[config.mk]
export PLATFORM = sky130hd
export DESIGN_NAME = seg_scan_decoder
export DESIGN_NICKNAME = d
export VERILOG_FILES = /design/src/rtl/seg_scan_decoder.sv
export SDC_FILE = /design/constraint.sdc
export NUM_CORES = 1
export LEC_CHECK = 0
export BUFFER_PORTS_ARGS = -buffer_cell sky130_fd_sc_hd__buf_2
export CORE_MARGIN = 2
export CORE_UTILIZATION = 45
export DETAILED_ROUTE_END_ITERATION = 10
export PLACE_DENSITY = 0.7
export SETUP_SLACK_MARGIN = 0.5
export SLEW_MARGIN = 0
export SYNTH_ARGS = -nofsm -noshare
export SYNTH_HDL_FRONTEND = slang
export SYNTH_SLANG_ARGS = --single-unit
[constraint.sdc]
create_clock -name clk -period 2.9 [get_ports clk]
set_input_delay 0.29 -clock clk [delete_from_list [all_inputs] [get_ports clk]]
set_output_delay 0.29 -clock clk [all_outputs]
set_load 0.01 [all_outputs]
[src/rtl/seg_scan_decoder.sv]
// Seven-segment scan receiver: debounces each anode strobe, decodes the segment bus, assembles 4-digit frames.
// Latency: 1 sample cycle + STABLE_CYCLES to capture a digit; frame published 1 cycle after its last capture.
// Backpressure: none; inputs are free-running and frames are pulsed out. Optional dp capture under SEG_SCAN_DP_EN.
module seg_scan_decoder #(
    parameter int STABLE_CYCLES = 4,
    parameter int CNT_W         = 8
) (
    input  logic        clk,
    input  logic        rst,
    input  logic [3:0]  an,
    input  logic [6:0]  seg,
`ifdef SEG_SCAN_DP_EN
    input  logic        dp,
    output logic [3:0]  dps,
`endif
    output logic [15:0] digits,
    output logic        frame_valid,
    output logic [3:0]  digit_seen,
    output logic        code_err
);

`ifdef SEG_SCAN_DP_EN
    localparam int SW = 12;
`else
    localparam int SW = 11;
`endif

    localparam logic [CNT_W-1:0] STABLE_C = CNT_W'(STABLE_CYCLES);

    typedef enum logic [1:0] {
        WAIT   = 2'd0,
        SETTLE = 2'd1,
        HELD   = 2'd2
    } state_t;

    function automatic logic [4:0] seg_decode(input logic [6:0] s);
        case (s)
            7'b1000000: return {1'b1, 4'h0};
            7'b1111001: return {1'b1, 4'h1};
            7'b0100100: return {1'b1, 4'h2};
            7'b0110000: return {1'b1, 4'h3};
            7'b0011001: return {1'b1, 4'h4};
            7'b0010010: return {1'b1, 4'h5};
            7'b0000010: return {1'b1, 4'h6};
            7'b1111000: return {1'b1, 4'h7};
            7'b0000000: return {1'b1, 4'h8};
            7'b0010000: return {1'b1, 4'h9};
            7'b0001000: return {1'b1, 4'hA};
            7'b0000011: return {1'b1, 4'hB};
            7'b1000110: return {1'b1, 4'hC};
            7'b0100001: return {1'b1, 4'hD};
            7'b0000110: return {1'b1, 4'hE};
            7'b0001110: return {1'b1, 4'hF};
            default:    return 5'b0_0000;
        endcase
    endfunction

    logic [SW-1:0]    smp_in;
    logic [SW-1:0]    smp;
    logic [SW-1:0]    smp_prev;
    logic [3:0]       an_s;
    logic [6:0]       seg_s;
    state_t           state;
    state_t           state_nxt;
    logic [CNT_W-1:0] cnt;
    logic [CNT_W-1:0] cnt_nxt;
    logic [CNT_W-1:0] cnt_inc;
    logic             strobe_ok;
    logic             same;
    logic             capture;
    logic [4:0]       dec;
    logic [1:0]       idx;
    logic [15:0]      staging;

`ifdef SEG_SCAN_DP_EN
    logic [3:0] dp_stage;
    assign smp_in = {dp, an, seg};
`else
    assign smp_in = {an, seg};
`endif

    assign an_s      = smp[10:7];
    assign seg_s     = smp[6:0];
    assign strobe_ok = $onehot(~an_s);
    assign same      = (smp == smp_prev);
    assign cnt_inc   = cnt + 1'b1;
    assign dec       = seg_decode(seg_s);

    always_comb begin
        idx = 2'd0;
        for (int i = 0; i < 4; i++) begin
            if (!an_s[i]) idx = 2'(i);
        end
    end

    // Stability tracking: cnt counts consecutive identical samples of one valid strobe.
    always_comb begin
        state_nxt = state;
        cnt_nxt   = cnt;
        capture   = 1'b0;
        case (state)
            WAIT: begin
                if (strobe_ok) begin
                    if (STABLE_CYCLES == 1) begin
                        capture   = 1'b1;
                        state_nxt = HELD;
                    end else begin
                        state_nxt = SETTLE;
                        cnt_nxt   = CNT_W'(1);
                    end
                end
            end
            SETTLE: begin
                if (!strobe_ok) begin
                    state_nxt = WAIT;
                    cnt_nxt   = '0;
                end else if (same) begin
                    cnt_nxt = cnt_inc;
                    if (cnt_inc == STABLE_C) begin
                        capture   = 1'b1;
                        state_nxt = HELD;
                    end
                end else begin
                    cnt_nxt = CNT_W'(1);
                end
            end
            HELD: begin
                if (!same) begin
                    if (!strobe_ok) begin
                        state_nxt = WAIT;
                        cnt_nxt   = '0;
                    end else if (STABLE_CYCLES == 1) begin
                        capture = 1'b1;
                    end else begin
                        state_nxt = SETTLE;
                        cnt_nxt   = CNT_W'(1);
                    end
                end
            end
            default: begin
                state_nxt = WAIT;
                cnt_nxt   = '0;
            end
        endcase
    end

    always_ff @(posedge clk) begin
        if (rst) begin
            smp         <= '1;
            smp_prev    <= '1;
            state       <= WAIT;
            cnt         <= '0;
            staging     <= '0;
            digits      <= '0;
            frame_valid <= 1'b0;
            digit_seen  <= 4'b0000;
            code_err    <= 1'b0;
`ifdef SEG_SCAN_DP_EN
            dp_stage    <= 4'b0000;
            dps         <= 4'b0000;
`endif
        end else begin
            smp         <= smp_in;
            smp_prev    <= smp;
            state       <= state_nxt;
            cnt         <= cnt_nxt;
            code_err    <= capture && !dec[4];
            frame_valid <= 1'b0;
            if (capture && dec[4]) begin
                staging[{idx, 2'b00} +: 4] <= dec[3:0];
                digit_seen[idx]            <= 1'b1;
`ifdef SEG_SCAN_DP_EN
                dp_stage[idx]              <= ~smp[11];
`endif
            end
            // Publish the frame one cycle after it fills; the clear overrides any same-cycle capture.
            if (digit_seen == 4'b1111) begin
                digits      <= staging;
                frame_valid <= 1'b1;
                digit_seen  <= 4'b0000;
`ifdef SEG_SCAN_DP_EN
                dps         <= dp_stage;
`endif
            end
        end
    end

endmodule

Word-level counts from Yosys, hierarchy flattened --
Index checks and enable logic that the tools add are counted.
Operators by class: magnitude comparators 2, shift-type cells 2, div/mod/pow operators 0, reduce and logical (&&, ||, !) cells 9, equal/unequal tests 25, bitwise operators 2, muxes and demuxes 25, add/sub/neg operators 5, multipliers 0
Operators by type and width (number):
- $pmux W5 S16 | 1
- $mux W8 | 4
- $eq A7 B7 Y1 const B | 4
- $pmux W8 S3 | 1
- $eq A7 B5 Y1 const B | 3
- $eq A7 B6 Y1 const B | 3
- $bwmux W16 | 1
- $shift A4 B6 Y16 const A | 1
- $shiftx A4 B6 Y16 | 1
- $eq A7 B2 Y1 const B | 2
- $eq A7 B4 Y1 const B | 2
- $mux W2 | 7
- $eq A11 B11 Y1 | 1
- $mux W1 | 9
- $add A8 B1 Y8 const B | 1
- $eq A8 B3 Y1 const B | 1
- $eq A7 B3 Y1 const B | 1
- $logic_not A7 Y1 | 1
- $ne A3 B3 Y1 const B | 2
- $neg A4 Y6 | 1
- $pmux W2 S3 | 1
- $add A1 B1 Y2 | 2
- $eq A4 B4 Y1 const B | 1
- $ne A2 B2 Y1 const B | 2
- 15 further kinds | 17
Word-level totals: flip-flop bits (word level) 70, bits of input ports 13, memory bits (read-only) 0, memory bits (writable) 0, memories kept 0, output and inout bits 22, bits in latches 0

Depth between registers and ports, before layout --
depth in word-level cells 8, depth in mapped cells 11

Worst setup path before layout --
OpenSTA, ideal clock, no wires.
path kind register -> register, start point reg smp[7], end point reg staging[5], path slack 0.015 ns, path buffers 0, arrival 2.766 ns, stages on the path, launching flop included 11, period minus slack after synthesis 2.885 ns, cells stage by stage dfxtp_1 fa_1 inv_1 ha_1 ha_1 nor4b_4 nand2_1 nor4_1 o211ai_2 or3_1 mux2i_1
On the way: word-level cells in the longest chain between the ends 7, elaborated cells on any way between the ends 9, those cells by class add/sub: 2; eq/ne: 2; mux: 3; bitwise: 1; reduce/logical: 1
RTL lines:
- start, declared | RTL line 59 | logic [SW-1:0] smp;
- start signal, assigned | RTL line 163 | smp <= smp_in;
- $not A4 Y4 | RTL line 84 | assign strobe_ok = $onehot(~an_s);
- $add A1 B1 Y2 (implied by the code) | RTL line 84
- $add A2 B2 Y3 (implied by the code) | RTL line 84
- $eq A3 B1 Y1 | RTL line 84
- $mux W1 * | RTL line 114 | if (!strobe_ok) begin
- $mux W1 * | RTL line 101 | case (state)
- $logic_and A1 B1 Y1 * | RTL line 169 | if (capture && dec[4]) begin
- end signal, assigned by index | RTL line 170 | staging[{idx, 2'b00} +: 4] <= dec[3:0];
- end, declared | RTL line 73 | logic [15:0] staging;
Mark *: on every way between the ends. The rest lies on a longest branch, timed or not. A chain may end at the register's enable or synchronous reset.

Worst setup path after layout --
start point reg smp[7], end point reg staging[4]
Same word-level chain as after synthesis.

==> flow_metrics.tcl <==
set metrics [dict create \
    rrSetupSlack_ns 0.31 \
    wirelength_mm 6.619 \
    reg2reg_depth 10 \
    die_w_um 88.45 \
    power.density_mw_per_mm2 520.3 \
    p_leak_nw 1.452 \
    die-area_mm2 0.007823 \
    holdPathStages 2 \
    slowest_delay_ns 0.52 \
    slew_headroom_pct 55.23 \
    grt_pass1_wl_mm 11.29 \
    clock-sinks 70 \
    synth_nets 382 \
    worstPathCellList "fa_1 > inv_1 > ha_2 > ha_4 > nor2_4 > nand2_2 > nor3_4 > o2111ai_4 > or3_4 > mux2i_1" \
    syn_area_per_cell_um2 8.817 \
    status "completed" \
    finalHoldViolCount 0 \
    globalplace.congestion 0.8352 \
    synth_edf_count 0 \
    min_from "seg[5]" \
    cts_hold_buf 0 \
    io_pins 35 \
    worst_clock_skew_ns 0.01010 \
    root_buffer "clkbuf_8" \
    final_core_util_pct 56.34 \
    num_vias 2678 \
    crit_fanout 5 \
    first_pass_iters 4 \
    slew_violations 0 \
    synth_cells 364 \
    fin_ws_ns 0.3144 \
    startpoint_type "register" \
    vdd_ir_drop_max_mv 0.3194 \
    cp-end-kind "register" \
    fill_cells 621 \
    hold_class "input port to register" \
    min_to "smp[5]" \
    final_antenna_net_count 0 \
    r2r_end "staging[4]" \
    post-place-ws_ns 0.1862 \
    antenna_cells 0 \
    worst-slew-pin-transition_ns 0.6695 \
    core_mm2 0.006832 \
    num_rows 30 \
    wl_per_cell_um 13.00 \
    place_hpwl_mm 4.367 \
    synth_flop_cell "dfxtp_1" \
    track_usage_pct 18.36 \
    gr-total-overflow 0 \
    cap_viol_max_count 0 \
    route.detailed.drc 0 \
    area_delta_synth_final_pct 19.92 \
    reg2reg_from "smp[7]" \
    clock_latency_ns 0.35 \
    critical_path_class "register to register" \
    critPathArrivalTime_ns 2.83 \
    cts.reportedPaths.clkPinSlew_ns 0.09 \
    drt_iter0_drc 160 \
    syn_area_mm2 0.003209 \
    avgViaCountPerCell 5.261 \
    max_clock_freq_mhz 386.8 \
    nets 426 \
    ys_warn_count 0 \
    rsz0062_at_grt "true" \
    grt_max_degree 45 \
    io_buffers 34 \
    antenna_found_initial 0 \
    yosysUniqueCellTypes 57 \
    h-tree-depth 3 \
    clock_path_buffers 2 \
    period_share_pct 89.16 \
    setup_viol 0 \
    grt_pass1_vias 2535 \
    ys_ff_latch 70 \
    drive_gt1_share_pct 28.33 \
    finalSetupTns_ns 0 \
    fin_crit_ns 2.586 \
    async_flop_share_pct 0 \
    start_util_pct 46.98 \
    ys_seq_area_share_pct 43.66 \
    cts_tree "built" \
    cp_slowest_cell "fa_1" \
    cts_buffers 9 \
    crit_required_ns 3.14 \
    die_h_um 88.45 \
]
## registers in the layout, indices dropped and copies added (netlist names)
name         cells
cnt              8
code_err         1
digit_seen       4
digits          16
frame_valid      1
smp             11
smp_prev        11
staging         16
state            2
## synthesized netlist by cell type (6+ instances only)
| library cell | count | share of area, % |
|---|---|---|
| o21ai_0 | 14 | 2.2 |
| nor3_1 | 8 | 1.2 |
| nor2_1 | 14 | 1.6 |
| mux2i_1 | 8 | 2.5 |
| o21ai_1 | 10 | 1.6 |
| nor2b_1 | 6 | 1.2 |
| inv_1 | 13 | 1.5 |
| nand2_1 | 44 | 5.1 |
| xnor2_1 | 13 | 3.5 |
| or2_2 | 22 | 4.3 |
| or3_1 | 6 | 1.2 |
| clkbuf_1 | 16 | 1.9 |
| nand2b_1 | 12 | 2.3 |
| a21oi_1 | 24 | 3.7 |
| nand3_1 | 10 | 1.6 |
| dfxtp_1 | 70 | 44 |
## power by group
part / leakage [nW] / switching (W) / internal [W] / total (W)
registers: 0.569 / 0.0000323 / 0.000979 / 0.00101
clock network: 0.0944 / 0.000401 / 0.000409 / 0.000809
logic: 0.789 / 0.0000930 / 0.0000883 / 0.000181
## stage by stage
| stage | hold WS (ns) | power, W | cells | cell area, um2 |
|---|---|---|---|---|
| 2_1_floorplan | 0.3938 | 0.001150 | 364 | 3258 |
| 3_3_place_gp | 0.4403 | 0.001188 | 480 | 3503 |
| 3_5_place_dp | 0.4435 | 0.001191 | 480 | 3503 |
| 4_1_cts | 0.1098 | 0.002017 | 507 | 3827 |
| 5_1_grt | 0.1064 | 0.002089 | 509 | 3849 |
| 6_report | 0.1243 | 0.002003 | 509 | 3849 |
## cell families after synthesis
kind of cell               after synthesis  share of synthesized area [%]
adders and majority gates                5                          2.183
muxes                                    8                          2.495
and+or+nand+nor                        154                          26.51
DFF                                     70                          43.66
buffers and inverters                   34                          4.367
xor gates and xnor gates                14                          3.821
AOI/OAI and AO/OA                       79                          16.96
## layout make-up
| cell class | instances | area, um2 | area share [%] |
|---|---|---|---|
| Clock buffer | 9 | 123.9 | 3.218 |
| Clock inverter | 7 | 81.33 | 2.113 |
| Inverter | 13 | 48.80 | 1.268 |
| Multi-Input combinational cell | 261 | 1752 | 45.51 |
| Sequential cell | 70 | 1410 | 36.64 |
| Tap cell | 96 | 120.1 | 3.121 |
| Timing Repair Buffer | 53 | 312.8 | 8.127 |
## layout by cell type (no fill, tap or decap), types with 10 or more instances in the layout
| cell | n |
|---|---|
| buf_4 | 19 |
| inv_1 | 13 |
| or2_2 | 22 |
| xnor2_1 | 13 |
| o21ai_0 | 12 |
| nor2_1 | 11 |
| nand2_1 | 42 |
| o21ai_1 | 12 |
| nand2b_1 | 12 |
| a21oi_1 | 23 |
| dfxtp_1 | 65 |
| buf_2 | 34 |
| nand3_1 | 10 |
## per-layer routing
layer / GRT usage [%] / wire [um] / vias to the layer above
li1: - / - / 1355
met1: 22.87 / 3148 / 1250
met2: 30.35 / 3115 / 63
met3: 5.131 / 280 / 10
met4: 6.887 / 75 / 0
met5: 0 / 0 / -
## critical path: cells and delay by family (launching register included)
kind / cells / cell delay, ns
buffers and inverters: 1 / 0.04
adder cells (fa/ha/maj): 3 / 0.94
AND/OR/NAND/NOR: 4 / 0.83
multiplexers: 1 / 0.14
flip-flops: 1 / 0.33
AO/OA/AOI/OAI: 1 / 0.20
## how the worst max path moves through the flow
stage           start         end  slack [ns]  depth (start not counted)
2_1_floorplan  smp[7]  staging[6]        0.21                         10
3_3_place_gp   smp[7]  staging[7]        0.24                         10
3_5_place_dp   smp[8]  staging[7]        0.19                         10
4_1_cts        smp[7]  staging[7]        0.29                         10
5_1_grt        smp[7]  staging[7]        0.20                         10
6_report       smp[7]  staging[4]        0.31                         10
## what timing repair did
action	in CTS	in global routing
hold endpoints to repair	0	0
gates resized for setup	11	3
pin swaps	6	2
gates cloned	1	0
setup buffers	10	2
endpoints found under the setup margin	26	27
(Power assumes the default switching activity.)
